File: src/rtl/fetch_unit.sv
// fetch_unit -- IF stage of the five-stage MIPS pipeline.
//
// Holds PC_F and issues instruction-memory requests over a req/ack
// handshake. Returned words are written into the IF/ID register.
//
// Memory wait states, D-stage stalls and redirects are handled as follows:
//   - A wait cycle with D not stalled inserts one bubble (valid_D=0, IR_D=0).
//   - A word that is acked while D is stalled is parked in a one-entry hold
//     buffer. It is delivered later without a second fetch.
//   - A D-stage redirect (npc_sel/NPC) is applied with one delay slot. The
//     delay slot is the word delivered in the same cycle as the redirect, or
//     the first word delivered after it.
//
// Optional feature, selected by the macro PC_ALIGN_CHK_EN:
//   - A misaligned PC_F issues no request.
//   - The block delivers a single adel_D marker and then parks in ERR until
//     reset.
//   - Without the macro, PC_F[1:0] is forced to 00 on every load and the
//     adel_D port does not exist.
//
// Ports:
//   clk        rising-edge clock
//   reset_n    asynchronous active-low reset
//   stall_D    hazard-unit stall; freezes PC_F and IF/ID
//   npc_sel    D-stage redirect request (gated with valid_D & ~stall_D)
//   NPC        redirect target
//   im_req     fetch request
//   im_addr    fetch address (== PC_F)
//   im_ack     memory returns im_rdata this cycle
//   im_rdata   instruction word
//   PC_F       current fetch PC
//   IR_D       IF/ID instruction word (0 when not valid)
//   PC_D       IF/ID PC
//   PC4_D      IF/ID PC + 4
//   valid_D    IF/ID holds a real instruction
//   adel_D     misaligned-fetch marker (only with PC_ALIGN_CHK_EN)
module fetch_unit #(
  parameter logic [31:0] RESET_PC = 32'h0000_3000
) (
  input  logic        clk,
  input  logic        reset_n,
  input  logic        stall_D,
  input  logic        npc_sel,
  input  logic [31:0] NPC,
  output logic        im_req,
  output logic [31:0] im_addr,
  input  logic        im_ack,
  input  logic [31:0] im_rdata,
  output logic [31:0] PC_F,
  output logic [31:0] IR_D,
  output logic [31:0] PC_D,
  output logic [31:0] PC4_D,
  output logic        valid_D
`ifdef PC_ALIGN_CHK_EN
  ,
  output logic        adel_D
`endif
);

  typedef enum logic [1:0] {
    ST_RUN  = 2'd0,
    ST_HOLD = 2'd1,
    ST_ERR  = 2'd2
  } state_t;

  state_t      r_state;
  state_t      w_state_nxt;

  // Low for the first cycle after reset release, so that no request is
  // visible while reset_n is asserted.
  logic        r_live;

  logic [31:0] r_pc;
  logic [31:0] r_buf;
  logic [31:0] r_ir;
  logic [31:0] r_pcd;
  logic [31:0] r_pc4d;
  logic        r_vld;
  logic        r_adel;
  logic        r_redir_pend;
  logic [31:0] r_redir_pc;

  logic [31:0] w_pc4;
  logic [31:0] w_pc_nxt;
  logic [31:0] w_pc_ld;
  logic        w_misal;
  logic        w_run;
  logic        w_req;
  logic        w_ack;
  logic        w_dlv_mem;
  logic        w_dlv_buf;
  logic        w_dlv;
  logic        w_bubble;
  logic        w_adel;
  logic        w_sel;

`ifdef PC_ALIGN_CHK_EN
  localparam logic [31:0] RESET_PC_EFF = RESET_PC;
  assign w_misal = |r_pc[1:0];
`else
  localparam logic [31:0] RESET_PC_EFF = RESET_PC & ~32'd3;
  assign w_misal = 1'b0;
`endif

  // ---------------------------------------------------------------------
  // Cycle classification
  // ---------------------------------------------------------------------
  assign w_pc4     = r_pc + 32'd4;
  assign w_run     = r_live & (r_state == ST_RUN);
  assign w_req     = w_run & ~w_misal;
  assign w_ack     = w_req & im_ack;
  assign w_dlv_mem = w_ack & ~stall_D;
  assign w_dlv_buf = (r_state == ST_HOLD) & ~stall_D;
  assign w_dlv     = w_dlv_mem | w_dlv_buf;
  assign w_bubble  = w_req & ~im_ack & ~stall_D;
  assign w_adel    = w_run & w_misal & ~stall_D;
  assign w_sel     = npc_sel & r_vld & ~stall_D;

  // A redirect coinciding with a delivery wins. A redirect latched earlier
  // (while D was taking a bubble) is used next. Otherwise fall through.
  assign w_pc_nxt = w_sel        ? NPC        :
                    r_redir_pend ? r_redir_pc :
                                   w_pc4;

`ifdef PC_ALIGN_CHK_EN
  assign w_pc_ld = w_pc_nxt;
`else
  assign w_pc_ld = w_pc_nxt & ~32'd3;
`endif

  // ---------------------------------------------------------------------
  // FSM: state register
  // ---------------------------------------------------------------------
  always_ff @(posedge clk or negedge reset_n) begin
    if (!reset_n) r_state <= ST_RUN;
    else          r_state <= w_state_nxt;
  end

  // FSM: next state
  always_comb begin
    w_state_nxt = r_state;
    case (r_state)
      ST_RUN: begin
        if (w_ack && stall_D) w_state_nxt = ST_HOLD;
`ifdef PC_ALIGN_CHK_EN
        else if (w_adel)      w_state_nxt = ST_ERR;
`endif
      end
      ST_HOLD: if (!stall_D) w_state_nxt = ST_RUN;
      ST_ERR:  w_state_nxt = ST_ERR;
      default: w_state_nxt = ST_RUN;
    endcase
  end

  // FSM: outputs
  always_comb begin
    im_req = w_req;
  end

  // ---------------------------------------------------------------------
  // Datapath
  // ---------------------------------------------------------------------
  always_ff @(posedge clk or negedge reset_n) begin
    if (!reset_n) r_live <= 1'b0;
    else          r_live <= 1'b1;
  end

  always_ff @(posedge clk or negedge reset_n) begin
    if (!reset_n)  r_pc <= RESET_PC_EFF;
    else if (w_dlv) r_pc <= w_pc_ld;
  end

  // The hold buffer only captures a word that D could not take.
  always_ff @(posedge clk or negedge reset_n) begin
    if (!reset_n)              r_buf <= '0;
    else if (w_ack && stall_D) r_buf <= im_rdata;
  end

  // A redirect seen while D is taking a bubble has no delivery to steer,
  // so it is parked until the next delivery, which consumes it.
  always_ff @(posedge clk or negedge reset_n) begin
    if (!reset_n) begin
      r_redir_pend <= 1'b0;
      r_redir_pc   <= '0;
    end else if (w_dlv) begin
      r_redir_pend <= 1'b0;
    end else if (w_sel && w_bubble) begin
      r_redir_pend <= 1'b1;
      r_redir_pc   <= NPC;
    end
  end

  // IF/ID register
  always_ff @(posedge clk or negedge reset_n) begin
    if (!reset_n) begin
      r_ir   <= '0;
      r_pcd  <= '0;
      r_pc4d <= '0;
      r_vld  <= 1'b0;
      r_adel <= 1'b0;
    end else if (w_dlv) begin
      r_ir   <= w_dlv_mem ? im_rdata : r_buf;
      r_pcd  <= r_pc;
      r_pc4d <= w_pc4;
      r_vld  <= 1'b1;
      r_adel <= 1'b0;
    end else if (w_bubble) begin
      r_ir   <= '0;
      r_pcd  <= r_pc;
      r_pc4d <= w_pc4;
      r_vld  <= 1'b0;
      r_adel <= 1'b0;
    end else if (w_adel) begin
      // Marker instruction for the exception logic downstream.
      r_ir   <= '0;
      r_pcd  <= r_pc;
      r_pc4d <= w_pc4;
      r_vld  <= 1'b1;
      r_adel <= 1'b1;
    end
  end

  assign im_addr = r_pc;
  assign PC_F    = r_pc;
  assign IR_D    = r_ir;
  assign PC_D    = r_pcd;
  assign PC4_D   = r_pc4d;
  assign valid_D = r_vld;

`ifdef PC_ALIGN_CHK_EN
  assign adel_D = r_adel;
`else
  // The marker register only ever loads 0 in this build. It is kept so
  // that the IF/ID update stays identical across both builds.
  logic w_adel_unused;
  assign w_adel_unused = r_adel;
`endif

endmodule

File: config.mk
export PLATFORM = sky130hd
export DESIGN_NAME = fetch_unit
export DESIGN_NICKNAME = d
export VERILOG_FILES = /design/src/rtl/fetch_unit.sv
export SDC_FILE = /design/constraint.sdc
export NUM_CORES = 1
export LEC_CHECK = 0
export BUFFER_PORTS_ARGS = -buffer_cell sky130_fd_sc_hd__buf_4
export CAP_MARGIN = 25
export CORE_MARGIN = 2
export CORE_UTILIZATION = 31
export CTS_CLUSTER_SIZE = 12
export DETAILED_ROUTE_END_ITERATION = 12
export MAX_ROUTING_LAYER = met4
export PLACE_DENSITY = 0.61
export SLEW_MARGIN = 20
export SYNTH_ARGS = -nofsm -noshare
export SYNTH_HDL_FRONTEND = slang
export SYNTH_SLANG_ARGS = --single-unit
File: constraint.sdc
create_clock -name clk -period 2.5 [get_ports clk]
set_input_delay 0.5 -clock clk [delete_from_list [all_inputs] [get_ports clk]]
set_output_delay 0.5 -clock clk [all_outputs]
set_load 0.01 [all_outputs]
==> results.md <==
* Synth async-reset ratio at 1.00
* Number of vias in the routed layout at 6,717
* Switching share of power at 0.339
* Post-synth design cell area at 8870 µm²
* RSZ-0062 raised after global routing: false
* Post-route design area at 11,600 µm²
* Hold WS at 0.0358 ns
* Delay of the slowest critical-path stage at 0.71 ns
* Clock share of power at 0.241
* Area Growth Syn to Fin at 30.8%
* Number of buffers added by the clock tree synthesis step at 17
* Standby leakage power at 5.51 nW
* Total count of max-transition violations in the final report at 0
* Status: finished, final reports clean
* Switching component of the power at 3.92 mW
* DRC Markers at 0
* Per-cell routed wire length at 17.5 µm
* Mean Syn Cell Area at 11.3 µm²
* H-Tree Depth at 4
* GR Overflow Total at 0
* Maximum number of pins on one net before global-route repair at 57
* Starting utilization of the core area at 0.317
* Area after detailed placement at 11,000 µm²
* Post-CTS repair timing setup buffer count at 0
* Largest buffer count on any clock path at 2
* Antenna Violating Nets Remaining at 0
* Number of vias per cell after detailed routing at 4.88
* Worst Path Max Fanout at 9
* Buffering stage count on the worst path with inverters included at 1
* Worst supply voltage drop on vdd at 0.465 mV
* Die span in y at 173 µm
* Reg clk slew, reported paths at 0.08 ns
* RePlAce Congestion at 0.783
* WS Path Type: reg -> reg
* Final period util at 0.900
* Final wirelength at 24,100 µm
* Synth warnings at 0
* Setup total negative slack at 0 ns
* Total of cells resized after clock tree synthesis at 0
* Placement row count at 61
* Vias in the first global route at 6,698
* Slowest-stage cell, CP: sky130_fd_sc_hd__or3_1
* Arrival time of data at the critical path endpoint at 2.56 ns
* Power density cells at 998 nW/µm²
* Count of distinct cell types in the synthesized netlist at 57
* Number of instances in the synthesized netlist at 785
* Count of flip-flops with a built-in enable after synthesis at 0
* Crit start category: register
* #FFs+latches synth at 189
* Cell internal power dissipation at 7.66 mW
* Hold_buf cts at 0
* Non-filler instance count after layout at 1,376
* Clk_lat worst skew at 0.43 ns
* Fmax at 444 MHz
* Number of clock sinks at 189
* Iter 0 DRT Violations at 504
* Ratio of cells with drive above 1 in the final layout at 0.417
* Worst slew margin relative to its limit at 0.484
* Final setup violating endpoints at 0
* Worst clock skew at 0.0146 ns
* Floorplan die area at 30,000 µm²
* Sequential cell area fraction in the yosys report at 0.534
* Category of the worst setup path capture point: register
* CP Data Required Time at 2.81 ns
* Pre-antenna DRT Iters at 7
* CTS tree: done
* Number of inserted diodes at 0
* Horiz. Die Dim at 173 µm
* Placed Cells at 1,344
* Core Area at 28,000 µm²
* Cell family with the largest share of critical-path delay: simple AND/OR/NAND/NOR gates
* Combinational cell fraction of total power at 0.354
* Max-cap check violation count at 0
* Critical path, cell by cell: inv_1 > or3_1 > nor4_2 > o21ai_0 > o2bb2ai_1
* Count of buffers inserted at the top-level ports at 220
* Combined global-route utilization of all metal layers at 0.165
* Half-perimeter wire length after placement at 17,000 µm
* Tightest Pin Transition at 0.775 ns
* Final number of hold-violating endpoints at 0
* Boundary pin count at 231
* Final net count at 1,055
* Number of antenna violations at the first check in global routing at 0
* Post-synth top flop: sky130_fd_sc_hd__dfrtp_1
* Relative contribution of sequential cells to total power at 0.405
* Crit path time final at 2.25 ns
* Global-route wire length before repair at 38,300 µm
* Clock root cell: sky130_fd_sc_hd__clkbuf_16
* Path type of the worst min-delay path: in -> async
[cells by family after synthesis]
| group | count (synthesis) | share of synthesized area |
|---|---|---|
| compound gates | 149 | 0.117 |
| xor+xnor | 27 | 0.0267 |
| fa+ha+maj | 1 | 0.00141 |
| buf+inv | 136 | 0.0763 |
| flops | 189 | 0.534 |
| mux | 102 | 0.128 |
| other cells | 2 | 0.000847 |
| simple gates | 179 | 0.116 |
[worst register-to-register path: stages (launching register included)]
cell                        delay (ns)
sky130_fd_sc_hd__dfrtp_1          0.44
sky130_fd_sc_hd__inv_1            0.13
sky130_fd_sc_hd__or3_1            0.71
sky130_fd_sc_hd__nor4_2           0.57
sky130_fd_sc_hd__o21ai_0          0.14
sky130_fd_sc_hd__o2bb2ai_1        0.14
[worst paths after layout]
path	depth (start not counted)	from	end	slack [ns]
setup / recovery	5	PC_F[21]$_DFFE_PN0N_	PC_F[26]$_DFFE_PN0N_	0.25
hold reg to reg	2	PC4_D[2]$_DFFE_PN0P_	PC4_D[2]$_DFFE_PN0P_	0.48
setup reg to reg	5	PC_F[21]$_DFFE_PN0N_	PC_F[26]$_DFFE_PN0N_	0.25
max in group asynchronous	2	reset_n	PC_F[12]$_DFFE_PN1N_	1.78
min in group clk	3	im_rdata[13]	IR_D[13]$_DFFE_PN0P_	0.28
hold / removal	1	reset_n	r_buf[1]$_DFFE_PN0P_	0.04
[final cells by class]
cell class	instances	area [µm²]
inverter	41	154
sequential	189	4730
clock inverter	13	145
timing repair buffer	269	2140
multi-input combinational	467	3500
tap	378	473
fill	2716	16400
clock buffer	19	453
[layer usage]
layer / global-route usage / part of all wire
met1: 0.224 / 0.46
met2: 0.243 / 0.45
met3: 0.0488 / 0.072
met4: 0.0413 / 0.014
met5: - / 0
[placed cells by master, fill, tap and decap left out, types with 4 or more instances in the layout]
cell,n
sky130_fd_sc_hd__inv_1,41
sky130_fd_sc_hd__conb_1,9
sky130_fd_sc_hd__nor3_1,9
sky130_fd_sc_hd__dfrtp_1,187
sky130_fd_sc_hd__nor2_1,24
sky130_fd_sc_hd__and3_1,10
sky130_fd_sc_hd__o21ai_0,46
sky130_fd_sc_hd__nand4_1,4
sky130_fd_sc_hd__nor4_4,8
sky130_fd_sc_hd__a222oi_1,32
sky130_fd_sc_hd__nand2_1,71
sky130_fd_sc_hd__clkbuf_16,17
sky130_fd_sc_hd__a21oi_1,21
sky130_fd_sc_hd__nand3_1,22
sky130_fd_sc_hd__a31oi_1,6
sky130_fd_sc_hd__mux2_2,94
sky130_fd_sc_hd__inv_8,5
sky130_fd_sc_hd__nand2b_1,4
sky130_fd_sc_hd__buf_12,9
sky130_fd_sc_hd__xnor2_1,24
sky130_fd_sc_hd__o22ai_1,4
sky130_fd_sc_hd__o21ai_1,7
sky130_fd_sc_hd__buf_4,259
sky130_fd_sc_hd__a221oi_1,4
sky130_fd_sc_hd__o2bb2ai_1,11
sky130_fd_sc_hd__mux2i_1,8
[cell usage after synthesis, types with 8 or more instances]
library cell | n | area share
sky130_fd_sc_hd__a21oi_1 | 21 | 0.012
sky130_fd_sc_hd__a222oi_1 | 32 | 0.036
sky130_fd_sc_hd__and3_1 | 10 | 0.0071
sky130_fd_sc_hd__buf_4 | 38 | 0.032
sky130_fd_sc_hd__clkbuf_1 | 46 | 0.019
sky130_fd_sc_hd__dfrtp_1 | 187 | 0.53
sky130_fd_sc_hd__inv_1 | 41 | 0.017
sky130_fd_sc_hd__mux2_2 | 94 | 0.12
sky130_fd_sc_hd__mux2i_1 | 8 | 0.0090
sky130_fd_sc_hd__nand2_1 | 71 | 0.030
sky130_fd_sc_hd__nand3_1 | 22 | 0.012
sky130_fd_sc_hd__nor2_1 | 24 | 0.010
sky130_fd_sc_hd__nor3_1 | 10 | 0.0056
sky130_fd_sc_hd__nor4_4 | 8 | 0.019
sky130_fd_sc_hd__o21ai_0 | 47 | 0.027
sky130_fd_sc_hd__o2bb2ai_1 | 11 | 0.011
sky130_fd_sc_hd__xnor2_1 | 24 | 0.024
[flip-flops by register name (all words and copies together) (netlist names)]
signal	count
IR_D	32
r_buf	32
PC4_D	30
PC_D	30
PC_F	30
r_redir_pc	30
r_state	2
r_live	1
r_redir_pend	1
valid_D	1
[power by group through the flow]
stage                     logic, mW  registers (mW)  clock network, mW
after floorplan                1.86            5.00                  0
after global routing           4.46            4.82               3.00
after global placement         4.09            4.70                  0
final                          4.10            4.69               2.79
after CTS                      4.15            4.69               2.88
after detailed placement       4.14            4.74                  0
[through the flow]
step	setup WS [ns]	total power, mW	utilization
final	0.250	11.6	0.414
after global routing	0.106	12.3	0.414
after CTS	0.244	11.7	0.414
after detailed placement	0.260	8.89	0.393
after global placement	0.274	8.79	0.393
after floorplan	0.283	6.87	-
(Power assumes the default switching activity.)
